==> src/rtl/key_pkg.sv <==
// Shared definitions for the pushbutton conditioner: FSM encoding and default timing.
package key_pkg;

  typedef enum logic [1:0] {
    IDLE       = 2'd0,
    WAIT_DELAY = 2'd1,
    REPEAT     = 2'd2
  } key_state_e;

  // Defaults assume a 50 MHz system clock.
  localparam int DEF_DB_CYCLES  = 500000;
  localparam int DEF_RPT_DELAY  = 25000000;
  localparam int DEF_RPT_PERIOD = 5000000;
  localparam int DEF_TIMER_W    = 25;

endpackage

==> src/rtl/key_pulse_gen_if.sv <==
// Key conditioner signal bundle: raw key and repeat control in, strobe and status out.
interface key_pulse_gen_if;

  logic key_n;
  logic repeat_en;
  logic pulse;
  logic held;
  logic repeating;

  modport master (output key_n, repeat_en, input pulse, held, repeating);
  modport slave  (input key_n, repeat_en, output pulse, held, repeating);

endinterface

==> src/rtl/key_debouncer.sv <==
// 2-FF synchroniser plus stable-level debounce timer producing the debounced press level.
module key_debouncer
  import key_pkg::*;
#(
  parameter int DB_CYCLES = DEF_DB_CYCLES,
  parameter int TIMER_W   = DEF_TIMER_W
) (
  input  logic Clock,
  input  logic Resetn,
  input  logic key_n_i,
  output logic held_o,
  output logic held_nxt_o
);

  localparam logic [TIMER_W-1:0] DB_LAST = TIMER_W'(DB_CYCLES - 1);

  logic               s1_q, s2_q;
  logic               held_q, held_d;
  logic [TIMER_W-1:0] tmr_q, tmr_d;
  logic               ks;

  assign ks = ~s2_q;

  // Timer counts consecutive cycles that disagree with the accepted level.
  always_comb begin
    held_d = held_q;
    tmr_d  = '0;
    if (ks != held_q) begin
      if (tmr_q == DB_LAST) held_d = ks;
      else                  tmr_d  = tmr_q + TIMER_W'(1);
    end
  end

  always_ff @(posedge Clock or negedge Resetn) begin
    if (!Resetn) begin
      s1_q   <= 1'b1;
      s2_q   <= 1'b1;
      held_q <= 1'b0;
      tmr_q  <= '0;
    end else begin
      s1_q   <= key_n_i;
      s2_q   <= s1_q;
      held_q <= held_d;
      tmr_q  <= tmr_d;
    end
  end

  assign held_o     = held_q;
  assign held_nxt_o = held_d;

endmodule

==> src/rtl/key_pulse_gen.sv <==
// Pushbutton conditioner: debounced press strobe with optional auto-repeat while held.
module key_pulse_gen
  import key_pkg::*;
#(
  parameter int DB_CYCLES  = DEF_DB_CYCLES,
  parameter int RPT_DELAY  = DEF_RPT_DELAY,
  parameter int RPT_PERIOD = DEF_RPT_PERIOD,
  parameter int TIMER_W    = DEF_TIMER_W
) (
  input  logic            Clock,
  input  logic            Resetn,
  key_pulse_gen_if.slave  bus
);

  localparam logic [TIMER_W-1:0] DLY_LAST = TIMER_W'(RPT_DELAY - 1);
  localparam logic [TIMER_W-1:0] PER_LAST = TIMER_W'(RPT_PERIOD - 1);

  logic               held, held_nxt;
  key_state_e         state_q;
  logic [TIMER_W-1:0] tmr_q;
  logic               pulse_q, rep_q;

  key_debouncer #(
    .DB_CYCLES (DB_CYCLES),
    .TIMER_W   (TIMER_W)
  ) u_db (
    .Clock      (Clock),
    .Resetn     (Resetn),
    .key_n_i    (bus.key_n),
    .held_o     (held),
    .held_nxt_o (held_nxt)
  );

  // FSM looks at the next debounced level so a release on the same edge as a
  // repeat expiry suppresses that pulse.
  always_ff @(posedge Clock or negedge Resetn) begin
    if (!Resetn) begin
      state_q <= IDLE;
      tmr_q   <= '0;
      pulse_q <= 1'b0;
      rep_q   <= 1'b0;
    end else begin
      pulse_q <= 1'b0;
      case (state_q)
        IDLE: begin
          if (held_nxt && !held) begin
            pulse_q <= 1'b1;
            tmr_q   <= '0;
            state_q <= WAIT_DELAY;
          end
        end
        WAIT_DELAY: begin
          if (!held_nxt) begin
            state_q <= IDLE;
          end else if (!bus.repeat_en) begin
            tmr_q <= '0;
          end else if (tmr_q == DLY_LAST) begin
            pulse_q <= 1'b1;
            tmr_q   <= '0;
            state_q <= REPEAT;
            rep_q   <= 1'b1;
          end else begin
            tmr_q <= tmr_q + TIMER_W'(1);
          end
        end
        REPEAT: begin
          if (!held_nxt) begin
            state_q <= IDLE;
            rep_q   <= 1'b0;
          end else if (!bus.repeat_en) begin
            tmr_q   <= '0;
            state_q <= WAIT_DELAY;
            rep_q   <= 1'b0;
          end else if (tmr_q == PER_LAST) begin
            pulse_q <= 1'b1;
            tmr_q   <= '0;
          end else begin
            tmr_q <= tmr_q + TIMER_W'(1);
          end
        end
        default: begin
          state_q <= IDLE;
          rep_q   <= 1'b0;
        end
      endcase
    end
  end

  assign bus.pulse     = pulse_q;
  assign bus.held      = held;
  assign bus.repeating = rep_q;

endmodule

==> src/flat_wrapper.sv <==
// flat-port wrapper written by rule: the top's interface ports become plain ports
module key_pulse_gen_flat import key_pkg::*;
#(
  parameter int DB_CYCLES  = DEF_DB_CYCLES,
  parameter int RPT_DELAY  = DEF_RPT_DELAY,
  parameter int RPT_PERIOD = DEF_RPT_PERIOD,
  parameter int TIMER_W    = DEF_TIMER_W
)
  (Clock, Resetn, bus_key_n, bus_repeat_en, bus_pulse, bus_held, bus_repeating);
  key_pulse_gen_if bus_i ();
  input  logic Clock;
  input  logic Resetn;
  input wire logic [$bits(bus_i.key_n)-1:0] bus_key_n;
  input wire logic [$bits(bus_i.repeat_en)-1:0] bus_repeat_en;
  output wire logic [$bits(bus_i.pulse)-1:0] bus_pulse;
  output wire logic [$bits(bus_i.held)-1:0] bus_held;
  output wire logic [$bits(bus_i.repeating)-1:0] bus_repeating;
  assign bus_i.key_n = bus_key_n;
  assign bus_i.repeat_en = bus_repeat_en;
  assign bus_pulse = bus_i.pulse;
  assign bus_held = bus_i.held;
  assign bus_repeating = bus_i.repeating;
  key_pulse_gen #(.DB_CYCLES(DB_CYCLES), .RPT_DELAY(RPT_DELAY), .RPT_PERIOD(RPT_PERIOD), .TIMER_W(TIMER_W)) u_core (.Clock(Clock), .Resetn(Resetn), .bus(bus_i));
endmodule
==> config.mk <==
export PLATFORM = sky130hd
export DESIGN_NAME = key_pulse_gen_flat
export DESIGN_NICKNAME = d
export VERILOG_FILES = /design/src/rtl/key_pkg.sv /design/src/rtl/key_pulse_gen_if.sv /design/src/rtl/key_debouncer.sv /design/src/rtl/key_pulse_gen.sv /design/src/flat_wrapper.sv
export SDC_FILE = /design/constraint.sdc
export NUM_CORES = 1
export LEC_CHECK = 0
export ABC_AREA = 1
export CORE_UTILIZATION = 57
export CTS_CLUSTER_SIZE = 10
export DETAILED_ROUTE_END_ITERATION = 16
export HOLD_SLACK_MARGIN = 0.12
export PLACE_DENSITY = 0.77
export SKIP_LAST_GASP = 1
export SLEW_MARGIN = 20
export SYNTH_ARGS = -nofsm -noshare
export SYNTH_HDL_FRONTEND = slang
export SYNTH_SLANG_ARGS = --single-unit
==> constraint.sdc <==
create_clock -name Clock -period 1.8 [get_ports Clock]
set_input_delay 0.36 -clock Clock [delete_from_list [all_inputs] [get_ports Clock]]
set_output_delay 0.36 -clock Clock [all_outputs]
set_load 0.01 [all_outputs]
### Word level (Yosys, flattened, before mapping)

Cells that the tools add are included.

| storage, ports and cells | value |
|---|---|
| register bits after elaboration | 57 |
| input port bits | 4 |
| output and inout bits | 3 |
| word-level logic and storage cells | 66 |

| cells by class | value |
|---|---|
| add/sub/neg operators | 2 |
| equality and inequality tests | 14 |
| mux-type cells | 33 |
| bitwise gates (word level) | 2 |
| reductions and logical operators | 7 |

Operators with widths:

| kind | count |
|---|---|
| $mux W25 | 9 |
| $pmux W25 S3 | 1 |
| $add A25 B1 Y25 const B | 2 |
| $eq A25 B19 Y1 const B | 1 |
| $eq A25 B23 Y1 const B | 1 |
| $eq A25 B25 Y1 const B | 1 |
| $mux W1 | 14 |
| $mux W2 | 6 |
| $ne A3 B3 Y1 const B | 3 |
| $ne A2 B1 Y1 const B | 4 |
| $reduce_and A4 Y1 | 2 |
| $pmux W1 S3 | 2 |
| $pmux W2 S3 | 1 |
| $reduce_and A5 Y1 | 1 |
| $reduce_bool A3 Y1 | 1 |
| $eq A2 B1 Y1 const B | 1 |
| $eq A2 B2 Y1 const B | 1 |
| $logic_not A2 Y1 | 1 |
| $ne A2 B2 Y1 const B | 1 |
| $not A1 Y1 | 2 |
| $logic_and A1 B1 Y1 | 1 |
| $logic_not A1 Y1 | 1 |
| $ne A1 B1 Y1 | 1 |

### Logic depth before layout (Yosys ltp)

Gate-level depths: netlist of run 1.

| depth | value |
|---|---|
| word-level depth | 6 |
| mapped depth | 14 |
| depth with buffers taken out | 13 |

### Modules after synthesis

From an unflattened synthesis of run 1, not the netlist that was laid out.

| second synthesis, totals | value |
|---|---|
| cell total of the unflattened synthesis | 498 |
| area, all modules | 3573.4 um^2 |

By module, submodules not included:

| module | times used | cells an instance | area each (um^2) | sequential area each (um^2) |
|---|---|---|---|---|
| key_pulse_gen | 1 | 282 | 1975.6 | 725.7 |
| key_debouncer | 1 | 216 | 1597.8 | 703.2 |

### Worst setup path before layout of run 1

No wires, ideal clock.

| timing | value |
|---|---|
| path kind | reg2reg |
| from | register u_core.tmr_q[0] |
| to | register u_core.tmr_q[8] |
| library setup time | 0.116 ns |
| arrival | 1.547 ns |
| data required time | 1.684 ns |
| slack | 0.137 ns |
| stages on the path, launching flop included | 14 |
| path buffers | 1 |
| period minus slack after synthesis | 1.663 ns |
| path through | dfrtp_1 > ha_1 > nand2_1 > nor2_1 > nand3_1 > nor2_1 > nand2_1 > nand2_1 > nand2_1 > nand2_1 > buf_2 > nor2_1 > nand2_1 > nand2_1 |

| between the ends | value |
|---|---|
| cells in the longest elaborated chain, start to end | 5 |
| elaborated cells between the ends (all ways) | 10 |
| those cells by class | add/sub (1); eq/ne (2); mux (7) |

RTL lines:

| what | line | source |
|---|---|---|
| start: declaration | key_pulse_gen.sv:20 | `logic [TIMER_W-1:0] tmr_q;` |
| start signal: assignment | key_pulse_gen.sv:63 | `tmr_q <= tmr_q + TIMER_W'(1);` |
| start signal: assignment | key_pulse_gen.sv:78 | `tmr_q <= tmr_q + TIMER_W'(1);` |
| $add A25 B1 Y25, or another cell as far along | key_pulse_gen.sv:63, key_pulse_gen.sv:78 |  |
| $mux W25 (on tied branches) | key_pulse_gen.sv:74, key_pulse_gen.sv:57 |  |
| $mux W25 (on tied branches) | key_pulse_gen.sv:70, key_pulse_gen.sv:55 |  |
| $mux W25 (on tied branches) | key_pulse_gen.sv:67, key_pulse_gen.sv:53 |  |
| $pmux W25 S3 (*) | key_pulse_gen.sv:44 | `case (state_q)` |

Every way passes the cells marked *; elsewhere a longest branch is shown, timed or not. The select of a mux whose other input is x is not followed.
A chain may end at the register's enable or synchronous reset.

### Final worst setup path of run 1

| timing | value |
|---|---|
| from | register u_core.u_db.tmr_q[1] |
| to | register u_core.tmr_q[9] |

| between the ends | value |
|---|---|
| cells in the longest elaborated chain, start to end | 6 |
| elaborated cells between the ends (all ways) | 8 |
| those cells by class | eq/ne (4); mux (2); reduce/logical (2) |

RTL lines:

| what | line | source |
|---|---|---|
| start: declaration | key_debouncer.sv:19 | `logic [TIMER_W-1:0] tmr_q, tmr_d;` |
| start signal: assignment | key_debouncer.sv:44 | `tmr_q <= tmr_d;` |
| $eq A25 B19 Y1 (*) | key_debouncer.sv:29 | `if (tmr_q == DB_LAST) held_d = ks;` |
| $mux W1 (*) | key_debouncer.sv:29 |  |
| $mux W1 (*) | key_debouncer.sv:28 | `if (ks != held_q) begin` |
| $logic_and A1 B1 Y1 | key_pulse_gen.sv:46 | `if (held_nxt && !held) begin` |
| $ne A2 B1 Y1 (no line) | - |  |
| $reduce_and A4 Y1 (no line) (*) | - |  |

Every way passes the cells marked *; elsewhere a longest branch is shown, timed or not.

==> results of run 1 <==
## area by class of cell
type,count,area (um^2)
multi-input cells,467,2260
inverters,83,319
well taps,77,96.3
clock inverters,4,75.1
fillers,501,1750
clock buffers,12,155
flip-flops and latches,57,1430
repair buffers,48,417
## kinds of logic (layout without fill, tap and decap cells)
group                    count (synthesis)  after routing
AO/OA/AOI/OAI                           38             38
XOR/XNOR                                 9              9
adder cells (fa/ha/maj)                  6              6
buffers and inverters                   94            147
flip-flops                              57             57
AND/OR/NAND/NOR                        414            414
## worst min path at each step
| stage | cells after the start | slack (ns) | to | from |
|---|---|---|---|---|
| floorplan | 0 | 0.06 | u_core.bus.pulse | Resetn |
| detailed placement | 1 | 0.16 | u_core.u_db.tmr_q[18] | Resetn |
| finish | 2 | 0.34 | u_core.u_db.tmr_q[17] | Resetn |
| CTS | 2 | 0.33 | u_core.u_db.tmr_q[18] | Resetn |
| global route | 2 | 0.35 | u_core.u_db.tmr_q[18] | Resetn |
| global placement | 1 | 0.16 | u_core.u_db.tmr_q[17] | Resetn |
## critical path, stage by stage, from the launching register on
cell       delay (ns)
dfrtp_1          0.36
ha_2             0.19
nand2_2          0.08
nor2_4           0.18
nand2_2          0.09
inv_2            0.05
nand3_2          0.06
nand2_2          0.08
nand2_2          0.06
nand2_2          0.08
nand3_4          0.17
clkbuf_16        0.23
nand2_2          0.05
nand2_1          0.06
## stage by stage
stage | instances | TNS (ns)
2_1_floorplan | 618 | 0
3_3_place_gp | 723 | -0.978
3_5_place_dp | 723 | -2.74
4_1_cts | 744 | -0.00940
5_1_grt | 748 | -3.69
6_report | 748 | -0.364
## Yosys cell counts, types with 2 or more instances
| master | n | area, um^2 |
|---|---|---|
| nand2_1 | 202 | 758 |
| nor2_1 | 113 | 424 |
| inv_1 | 78 | 293 |
| dfrtp_1 | 55 | 1380 |
| nand3_1 | 50 | 250 |
| nor3_1 | 18 | 90.1 |
| o21ai_0 | 17 | 85.1 |
| nand4_1 | 14 | 87.6 |
| a21oi_1 | 10 | 50.1 |
| xor2_1 | 9 | 78.8 |
| ha_1 | 6 | 75.1 |
| clkbuf_1 | 4 | 15.0 |
| inv_2 | 4 | 15.0 |
| nand2_2 | 4 | 25.0 |
| o21bai_1 | 4 | 30.0 |
| a31oi_1 | 3 | 18.8 |
| buf_4 | 3 | 22.5 |
| nor4_1 | 3 | 18.8 |
| buf_2 | 2 | 10.0 |
| buf_6 | 2 | 22.5 |
| dfstp_2 | 2 | 52.6 |
| nor3b_1 | 2 | 15.0 |
| o21ai_1 | 2 | 10.0 |
## registers in the layout, summed over array words and instances, names as in the netlist
signal / flops
u_core.bus.pulse: 1
u_core.bus.repeating: 1
u_core.u_db.s2_q: 1
u_core.u_db.held_o: 1
u_core.u_db.tmr_q: 25
u_core.state_q: 2
u_core.tmr_q: 25
u_core.u_db.s1_q: 1
## per-layer routing
layer | global-route usage, % | up-vias | part of all wire [%]
li1 | - | 2039 | -
met1 | 45.0 | 1885 | 46
met2 | 43.6 | 201 | 44
met3 | 5.54 | 20 | 8.4
met4 | 10.8 | 0 | 1.3
met5 | 0 | - | 0
## layout by cell type (no fill, tap or decap), types with 2 or more instances in the layout
cell type,Yosys,layout
dfstp_2,2,2
bufinv_16,0,2
nor2_4,1,2
ha_2,0,2
buf_4,3,34
nor3b_1,2,2
clkbuf_8,0,11
nor3_1,18,17
ha_1,6,4
a21oi_1,10,10
nor3_2,1,2
inv_1,78,75
a31oi_1,3,3
nor2_1,113,105
nand3_2,0,4
nand2_2,4,24
inv_2,4,7
nand4_1,14,14
xor2_1,9,9
nor2_2,1,8
clkdlybuf4s50_1,0,5
o21ai_0,17,14
buf_6,2,5
dfrtp_1,55,55
nand3_4,1,2
o21bai_1,4,3
nand2_1,202,181
o21ai_1,2,4
nor4_1,3,3
nand3_1,50,45
clkinvlp_4,0,2
## power groups by stage
stage / clock network [W] / logic (W) / registers [W]
3_3_place_gp: 0 / 0.0000690 / 0.00132
2_1_floorplan: 0 / 0.0000209 / 0.00132
6_report: 0.00139 / 0.0000761 / 0.00130
5_1_grt: 0.00145 / 0.0000865 / 0.00130
4_1_cts: 0.00142 / 0.0000731 / 0.00130
3_5_place_dp: 0 / 0.0000701 / 0.00132
## repair_timing
item / in CTS / in global routing
hold buffers: 1 / 0
gates resized for setup: 17 / 43
pin swaps: 5 / 12
cloned: 2 / 1
endpoints found under the setup margin: 25 / 38
hold endpoints to repair: 55 / 0
setup buffers: 2 / 3
==> impl_metrics.toml, run 1 <==
[run_status]
status = "finished, violations left"
violations = "DRC, setup timing"

[floorplanning]
start_util_pct = 60.4
die_w_um = 85.0
die_h_um = 85.0
coreArea_um2 = 6490
dieArea_um2 = 7220
placementRows = 29
ios = 7

[timing]
fin_crit_ns = 1.85
drv_slew = 0
finalWorstSetupSlack_ns = -0.0490
slew_headroom_pct = 73.1
finalSetupViolations = 20
timing.fmax_mhz = 541
skew_ns = 0.00787
period_share_pct = 103
whs_ns = 0.341
hold_violations = 0
worst_slew_pin_slew_ns = 0.402
rsz0062_at_grt = "yes"

[power_and_ir_drop]
intPower_w = 0.00217
ir_drop_v = 0.000464
pwr-share-comb_pct = 2.8
p_sw_share_pct = 21.4
leakagePower_nw = 2.55
power_frac_clock_pct = 50.3
p_per_area_nw_per_um2 = 582
pwr-share-seq_pct = 46.9
finalPower_w = 0.00276
power.net_switching_w = 0.000590

[clock_tree]
cts_buffer_depth = 2
cts-root-buf = "clkbuf_8"
clk_latency_ns = 0.34
cts_sinks = 57
path_clk_slew_ns = 0.07
htreeDepth = 3
tritoncts = "done"
numCtsBuffers = 9

[setup_path]
required_ns = 2.03
critPathArrivalTime_ns = 2.08
reg2reg_depth = 13
regToRegEndpoint = "u_core.tmr_q[9]"
rrSetupSlack_ns = -0.05
cp-endpoint = "u_core.tmr_q[9]"
path_class = "register to register"
startpoint = "u_core.u_db.tmr_q[1]"
critPathLaunchType = "register"
r2r-start = "u_core.u_db.tmr_q[1]"
endpoint_kind = "register"
critPathMaxFanout = 7

[synthesis]
synth.cell_area_um2 = 3920
synth_cell_type_count = 34
synth_warnings = 0
synth_top_family_by_area = "simple AND/OR/NAND/NOR gates"
synth_edf_count = 0
synth_flop_cell = "dfrtp_1"
synth_area_per_cell_um2 = 6.35
synth_seq_area_share_pct = 36.4
synth-xor-area-share_pct = 2.01
synth_compound_area_share_pct = 5.33
synthArstFlopShare_pct = 100
synthAdderAreaFrac_pct = 1.91
synthCells = 618
syn-num-nets = 628
synthSimpleGateAreaFrac_pct = 44.5
synthMuxAreaShare_pct = 0
ys_seq_elements = 57

[job]
cap_violations = 0

[grt]
grt_pass1_wl_mm = 17.3
antenna_found_initial = 0
grt_usage_pct = 30.2
first_global_vias = 3712
grt_start_max_net_pins = 32
gr-total-overflow = 0

[place]
place_congestion = 0.922
place_area_um2 = 4250
dp_hpwl_mm = 7.38
pre_cts_slack_ns = -0.145
io_buffers = 6

[detailed_routing]
ant_nets = 0
vias_per_cell = 5.54
firstDrtPassIters = 14
drc = 1
vias = 4145
avgRoutedWirePerCell_um = 14.3
wirelength_mm = 10.7
drtIter0Drc = 404

[final_layout]
final_nets = 676
diodes = 0
fin_area_um2 = 4750
final_util_pct = 73.1
layout-drive-gt1-share_pct = 17.3
syn2layout_area_growth_pct = 21.1

[hold_path]
hold_class = "input pin to asynchronous set/reset pin"
(Power assumes the default switching activity.)
==> run 2, diff against run 1 <==
--- a/config.mk
+++ b/config.mk
@@ -11,6 +11,7 @@
 export DETAILED_ROUTE_END_ITERATION = 16
 export HOLD_SLACK_MARGIN = 0.12
 export PLACE_DENSITY = 0.77
+export RECOVER_POWER = 25
 export SKIP_LAST_GASP = 1
 export SLEW_MARGIN = 20
 export SYNTH_ARGS = -nofsm -noshare
==> run 2 against run 1 <==
Against the previous run:
- the run ends with setup timing left
- count of clock-buffer cells in the layout unchanged
- setup slack worse by 0.0014 ns
- final area about the same
- cell count unchanged
- register-to-register slack about the same
- clock skew is essentially flat
- largest power group unchanged
- wire length barely moved
- via count is 0.14% higher
- maximum frequency barely moved
- sequential power hardly changed
==> impl_metrics.toml, run 2 (synthesis results as in run 1) <==
[grt]
gr-total-overflow = 0
antenna_found_initial = 0
grt_pass1_wl_mm = 17.3
first_global_vias = 3712
grt_usage_pct = 30.2
grt_start_max_net_pins = 32

[detailed_routing]
vias_per_cell = 5.55
ant_nets = 0
wirelength_mm = 10.7
drc = 0
firstDrtPassIters = 7
vias = 4151
avgRoutedWirePerCell_um = 14.3
drtIter0Drc = 404

[final_layout]
multi_input_area_um2 = 2260
regArea_um2 = 1430
final_common_cell = "nand2_1"
final_util_pct = 73.1
layout-drive-gt1-share_pct = 17.1
reg_top3 = "u_core.tmr_q x25, u_core.u_db.tmr_q x25, u_core.state_q x2"
layout_common_cells = "181 x nand2_1, 105 x nor2_1, 75 x inv_1, 55 x dfrtp_1, 45 x nand3_1"
fillers = 502
final_nets = 676
syn2layout_area_growth_pct = 21.0
diodes = 0

[power_and_ir_drop]
p_per_area_nw_per_um2 = 581
ir_drop_v = 0.000464
leakagePower_nw = 2.55

[run_status]
status = "finished, violations left"
violations = "setup timing"

[setup_path]
cp_slowest_cell = "dfrtp_1"
critPathBufInv = 2
critPathMaxFanout = 7
crit_chain = "ha_2, nand2_2, nor2_4, nand2_2, inv_2, nand3_2, nand2_2, nand2_2, nand2_2, nand3_4, clkbuf_16, nand2_2, nand2_1"
required_ns = 2.03
path_class = "register to register"
critPathArrivalTime_ns = 2.08
critPathLaunchType = "register"
path_common_cell = "nand2_2"
slowest_delay_ns = 0.36
cp_top_family = "simple AND/OR/NAND/NOR gates"
endpoint_kind = "register"

[timing]
skew_ns = 0.00759
finalWorstSetupSlack_ns = -0.0504
slew_headroom_pct = 58.4
period_share_pct = 103
setup_tns_ns = -0.397
fin_crit_ns = 1.85
hold_violations = 0
drv_slew = 0
worst_slew_pin_slew_ns = 0.625
rsz0062_at_grt = "yes"
timing.fmax_mhz = 540
finalSetupViolations = 19

[floorplanning]
placementRows = 29
start_util_pct = 60.4
ios = 7
die_h_um = 85.0
dieArea_um2 = 7220
die_w_um = 85.0
coreArea_um2 = 6490

[clock_tree]
cts_buffer_depth = 2
htreeDepth = 3
path_clk_slew_ns = 0.07
numCtsBuffers = 9
clk_latency_ns = 0.34
cts_sinks = 57
tritoncts = "done"
cts-root-buf = "clkbuf_8"

[place]
io_buffers = 6
dp_hpwl_mm = 7.38
place_congestion = 0.922

[hold_path]
hold_class = "input pin to asynchronous set/reset pin"

[job]
cap_violations = 0
run 2: cell count changes in the layout (fill, tap and decap cells not counted):
cell	previous run	this run
buf_2	1	0
buf_4	34	33
clkbuf_1	1	2
clkbuf_2	0	1
clkdlybuf4s50_1	5	4
dlygate4sd3_1	1	2
run 2: power breakdown:
part	switching [W]	leakage (nW)	internal, W	total (W)
sequential	0.00000582	0.656	0.00129	0.00130
clock	0.000532	0.109	0.000855	0.00139
combinational	0.0000494	1.78	0.0000252	0.0000746
total	0.000587	2.55	0.00217	0.00276
run 2: layout make-up:
cell class / count / share of cell area (%)
multi-input cells: 467 / 47.6
clock inverters: 4 / 1.58
well taps: 77 / 2.03
clock buffers: 12 / 3.27
flip-flops and latches: 57 / 30.1
inverters: 83 / 6.72
repair buffers: 48 / 8.70
run 2: what timing repair did:
action | in CTS | in global routing
hold buffers | 1 | 0
hold endpoints to repair | 55 | 0
setup buffers | 2 | 3
pin swaps | 5 | 12
gates cloned | 2 | 1
setup endpoints to repair | 25 | 38
resized for setup | 17 | 43
run 2: per-layer routing:
| layer | track usage [%] | routed length (um) |
|---|---|---|
| met4 | 10.8 | 128 |
| met1 | 45.0 | 4970 |
| met2 | 43.6 | 4720 |
| met3 | 5.54 | 902 |
| met5 | 0 | 0 |
run 2: final timing paths:
kind	startpoint	end	slack (ns)	cells after the start
max in group asynchronous	Resetn	u_core.tmr_q[22]	0.62	3
min in group Clock	u_core.u_db.s1_q	u_core.u_db.s2_q	0.36	0
min reg2reg	u_core.u_db.s1_q	u_core.u_db.s2_q	0.36	0
max	u_core.u_db.tmr_q[1]	u_core.tmr_q[9]	-0.05	13
min	Resetn	u_core.u_db.tmr_q[17]	0.35	2
max reg2reg	u_core.u_db.tmr_q[1]	u_core.tmr_q[9]	-0.05	13
run 2: stage by stage:
stage / instance area, um^2 / hold slack [ns] / instances / power (W) / worst slack, ns
3_5_place_dp: 4250 / 0.158 / 723 / 0.00139 / -0.145
6_report: 4750 / 0.355 / 748 / 0.00276 / -0.0504
3_3_place_gp: 4250 / 0.159 / 723 / 0.00139 / -0.0675
5_1_grt: 4750 / 0.362 / 748 / 0.00283 / -0.143
4_1_cts: 4570 / 0.331 / 744 / 0.00278 / -0.00940
2_1_floorplan: 3920 / 0.0644 / 618 / 0.00134 / 0.137
run 2: worst reg2reg max path, stage by stage (launching register included):
cell,delay (ns)
dfrtp_1,0.36
ha_2,0.19
nand2_2,0.08
nor2_4,0.18
nand2_2,0.09
inv_2,0.05
nand3_2,0.06
nand2_2,0.08
nand2_2,0.06
nand2_2,0.08
nand3_4,0.17
clkbuf_16,0.23
nand2_2,0.05
nand2_1,0.06
==> run 3, diff against run 2 <==
--- a/config.mk
+++ b/config.mk
@@ -6,12 +6,15 @@
 export NUM_CORES = 1
 export LEC_CHECK = 0
 export ABC_AREA = 1
-export CORE_UTILIZATION = 57
+export CAP_MARGIN = 10
+export CORE_UTILIZATION = 59
+export CTS_BUF_LIST = sky130_fd_sc_hd__clkbuf_4 sky130_fd_sc_hd__clkbuf_8
 export CTS_CLUSTER_SIZE = 10
 export DETAILED_ROUTE_END_ITERATION = 16
 export HOLD_SLACK_MARGIN = 0.12
-export PLACE_DENSITY = 0.77
+export PLACE_DENSITY = 0.79
 export RECOVER_POWER = 25
+export REMOVE_ABC_BUFFERS = 1
 export SKIP_LAST_GASP = 1
 export SLEW_MARGIN = 20
 export SYNTH_ARGS = -nofsm -noshare
==> run 3 against run 2 <==
Against the previous run:
- the run still ends with setup timing left
- highest routed layer unchanged
- non-clock buffer count increased by 5
- cell count increased by 0.67%
- largest cell class unchanged
- count of clock-buffer cells in the layout increased by 2
- sequential cell count unchanged
- critical endpoint is now u_core.tmr_q[13]
- maximum frequency decreased by 0.36%
==> impl_metrics.toml, run 3 (synthesis results as in run 1) <==
[place]
place_area_um2 = 4240
io_buffers = 6
dp_hpwl_mm = 7.25
place_congestion = 0.992
pre_cts_slack_ns = -0.0758

[final_layout]
syn2layout_area_growth_pct = 24.0
final_common_cell = "nand2_1"
fin_area_um2 = 4860
reg_top3 = "u_core.tmr_q x25, u_core.u_db.tmr_q x25, u_core.state_q x2"
diodes = 0
layout_common_cells = "187 x nand2_1, 102 x nor2_1, 73 x inv_1, 55 x dfrtp_1, 41 x nand3_1"
final_nets = 681
fillers = 477
layout-drive-gt1-share_pct = 18.6

[detailed_routing]
wirelength_mm = 10.8
drtIter0Drc = 325
ant_nets = 0
met3_length_um = 760
m1WireLength_mm = 4.80
firstDrtPassIters = 5
top_layer = "met4"
route.met2.wl_mm = 4.98
drc = 0
vias = 4197
vias_per_cell = 5.57
avgRoutedWirePerCell_um = 14.3

[timing]
fin_crit_ns = 1.86
timing.fmax_mhz = 538
skew_ns = 0.00943
finalWorstSetupSlack_ns = -0.0571
setup_tns_ns = -0.673
whs_ns = 0.364
worst_slew_pin_slew_ns = 0.614
drv_slew = 0
rsz0062_at_grt = "yes"
slew_headroom_pct = 59.1
finalSetupViolations = 24
hold_violations = 0
period_share_pct = 103

[grt]
first_global_vias = 3845
grt_start_max_net_pins = 34
grt_pass1_wl_mm = 17.6
gr-total-overflow = 0
grt_usage_pct = 31.5
antenna_found_initial = 0

[power_and_ir_drop]
leakagePower_nw = 2.61
p_per_area_nw_per_um2 = 551
ir_drop_v = 0.000642
finalPower_w = 0.00268

[setup_path]
endpoint_kind = "register"
critPathLaunchType = "register"
required_ns = 2.02
path_class = "register to register"
critPathMaxFanout = 6
critPathArrivalTime_ns = 2.08
reg2reg_depth = 13

[floorplanning]
ios = 7
start_util_pct = 61.4
placementRows = 29
die_w_um = 83.5
dieArea_um2 = 6980
die_h_um = 83.5
coreArea_um2 = 6390

[hold_path]
holdPathStages = 0
hold_class = "register to register"

[clock_tree]
cts_sinks = 57
path_clk_slew_ns = 0.07
htreeDepth = 3
cts-root-buf = "clkbuf_8"
clk_latency_ns = 0.34
cts_buffer_depth = 2
numCtsBuffers = 9
tritoncts = "done"

[job]
cap_violations = 0

[run_status]
violations = "setup timing"
status = "finished, violations left"
-- run 3: cell count changes in the layout (fill, tap and decap cells not counted), moves of 3 or more --
cell	before	now
nand2_1	181	187
nand2_4	1	4
nand2_2	24	15
buf_4	33	36
nand3_1	45	41
nand3_2	4	8
nor2_1	105	102
nor2_4	2	6
-- run 3: critical path, stage by stage (launching register included) --
cell,delay [ns]
dfrtp_1,0.39
ha_2,0.23
nand2_4,0.08
nor2_4,0.12
nand3_4,0.11
nor2_4,0.13
nand2_2,0.08
nand2_2,0.08
nand2_2,0.06
nand2_4,0.13
clkbuf_16,0.18
nor2_1,0.04
nand2_1,0.05
nand2_1,0.06
-- run 3: final timing paths --
path | from | to | slack [ns]
setup / recovery | u_core.tmr_q[1] | u_core.tmr_q[13] | -0.06
hold / removal | u_core.u_db.s1_q | u_core.u_db.s2_q | 0.36
setup reg to reg | u_core.tmr_q[1] | u_core.tmr_q[13] | -0.06
hold reg to reg | u_core.u_db.s1_q | u_core.u_db.s2_q | 0.36
max in group asynchronous | Resetn | u_core.u_db.tmr_q[23] | 0.72
min in group asynchronous | Resetn | u_core.u_db.tmr_q[10] | 0.61
-- run 3: area by class of cell --
type,count,area [um^2],share of cell area (%)
flip-flops and latches,57,1430,29.4
multi-input cells,467,2310,47.6
repair buffers,53,480,9.88
inverters,83,324,6.66
clock buffers,14,180,3.71
clock inverters,2,37.5,0.772
well taps,77,96.3,1.98
-- run 3: power breakdown --
part	switching, W	internal, W	total [W]
Combinational	0.0000518	0.0000279	0.0000797
Sequential	0.00000616	0.00129	0.00130
Clock	0.000518	0.000785	0.00130
-- run 3: repair_timing --
item,in CTS,in global routing
pin swaps,4,17
buffers inserted,9,7
setup endpoints to repair,27,40
endpoints found under the hold margin,55,0
hold buffers,1,0
gates cloned,1,2
resized for setup,11,61
-- run 3: metrics by stage --
step	instances	utilization, %
after CTS	747	72.0
after detailed placement	720	66.4
final	753	76.1
after floorplan	607	-
after global placement	720	66.4
after global routing	753	76.1
-- run 3: layer usage --
metal / vias to the layer above / track usage [%]
met1: 1957 / 43.1
met4: 0 / 10.5
met3: 29 / 6.53
li1: 2042 / -
met5: - / 0
met2: 169 / 50.1
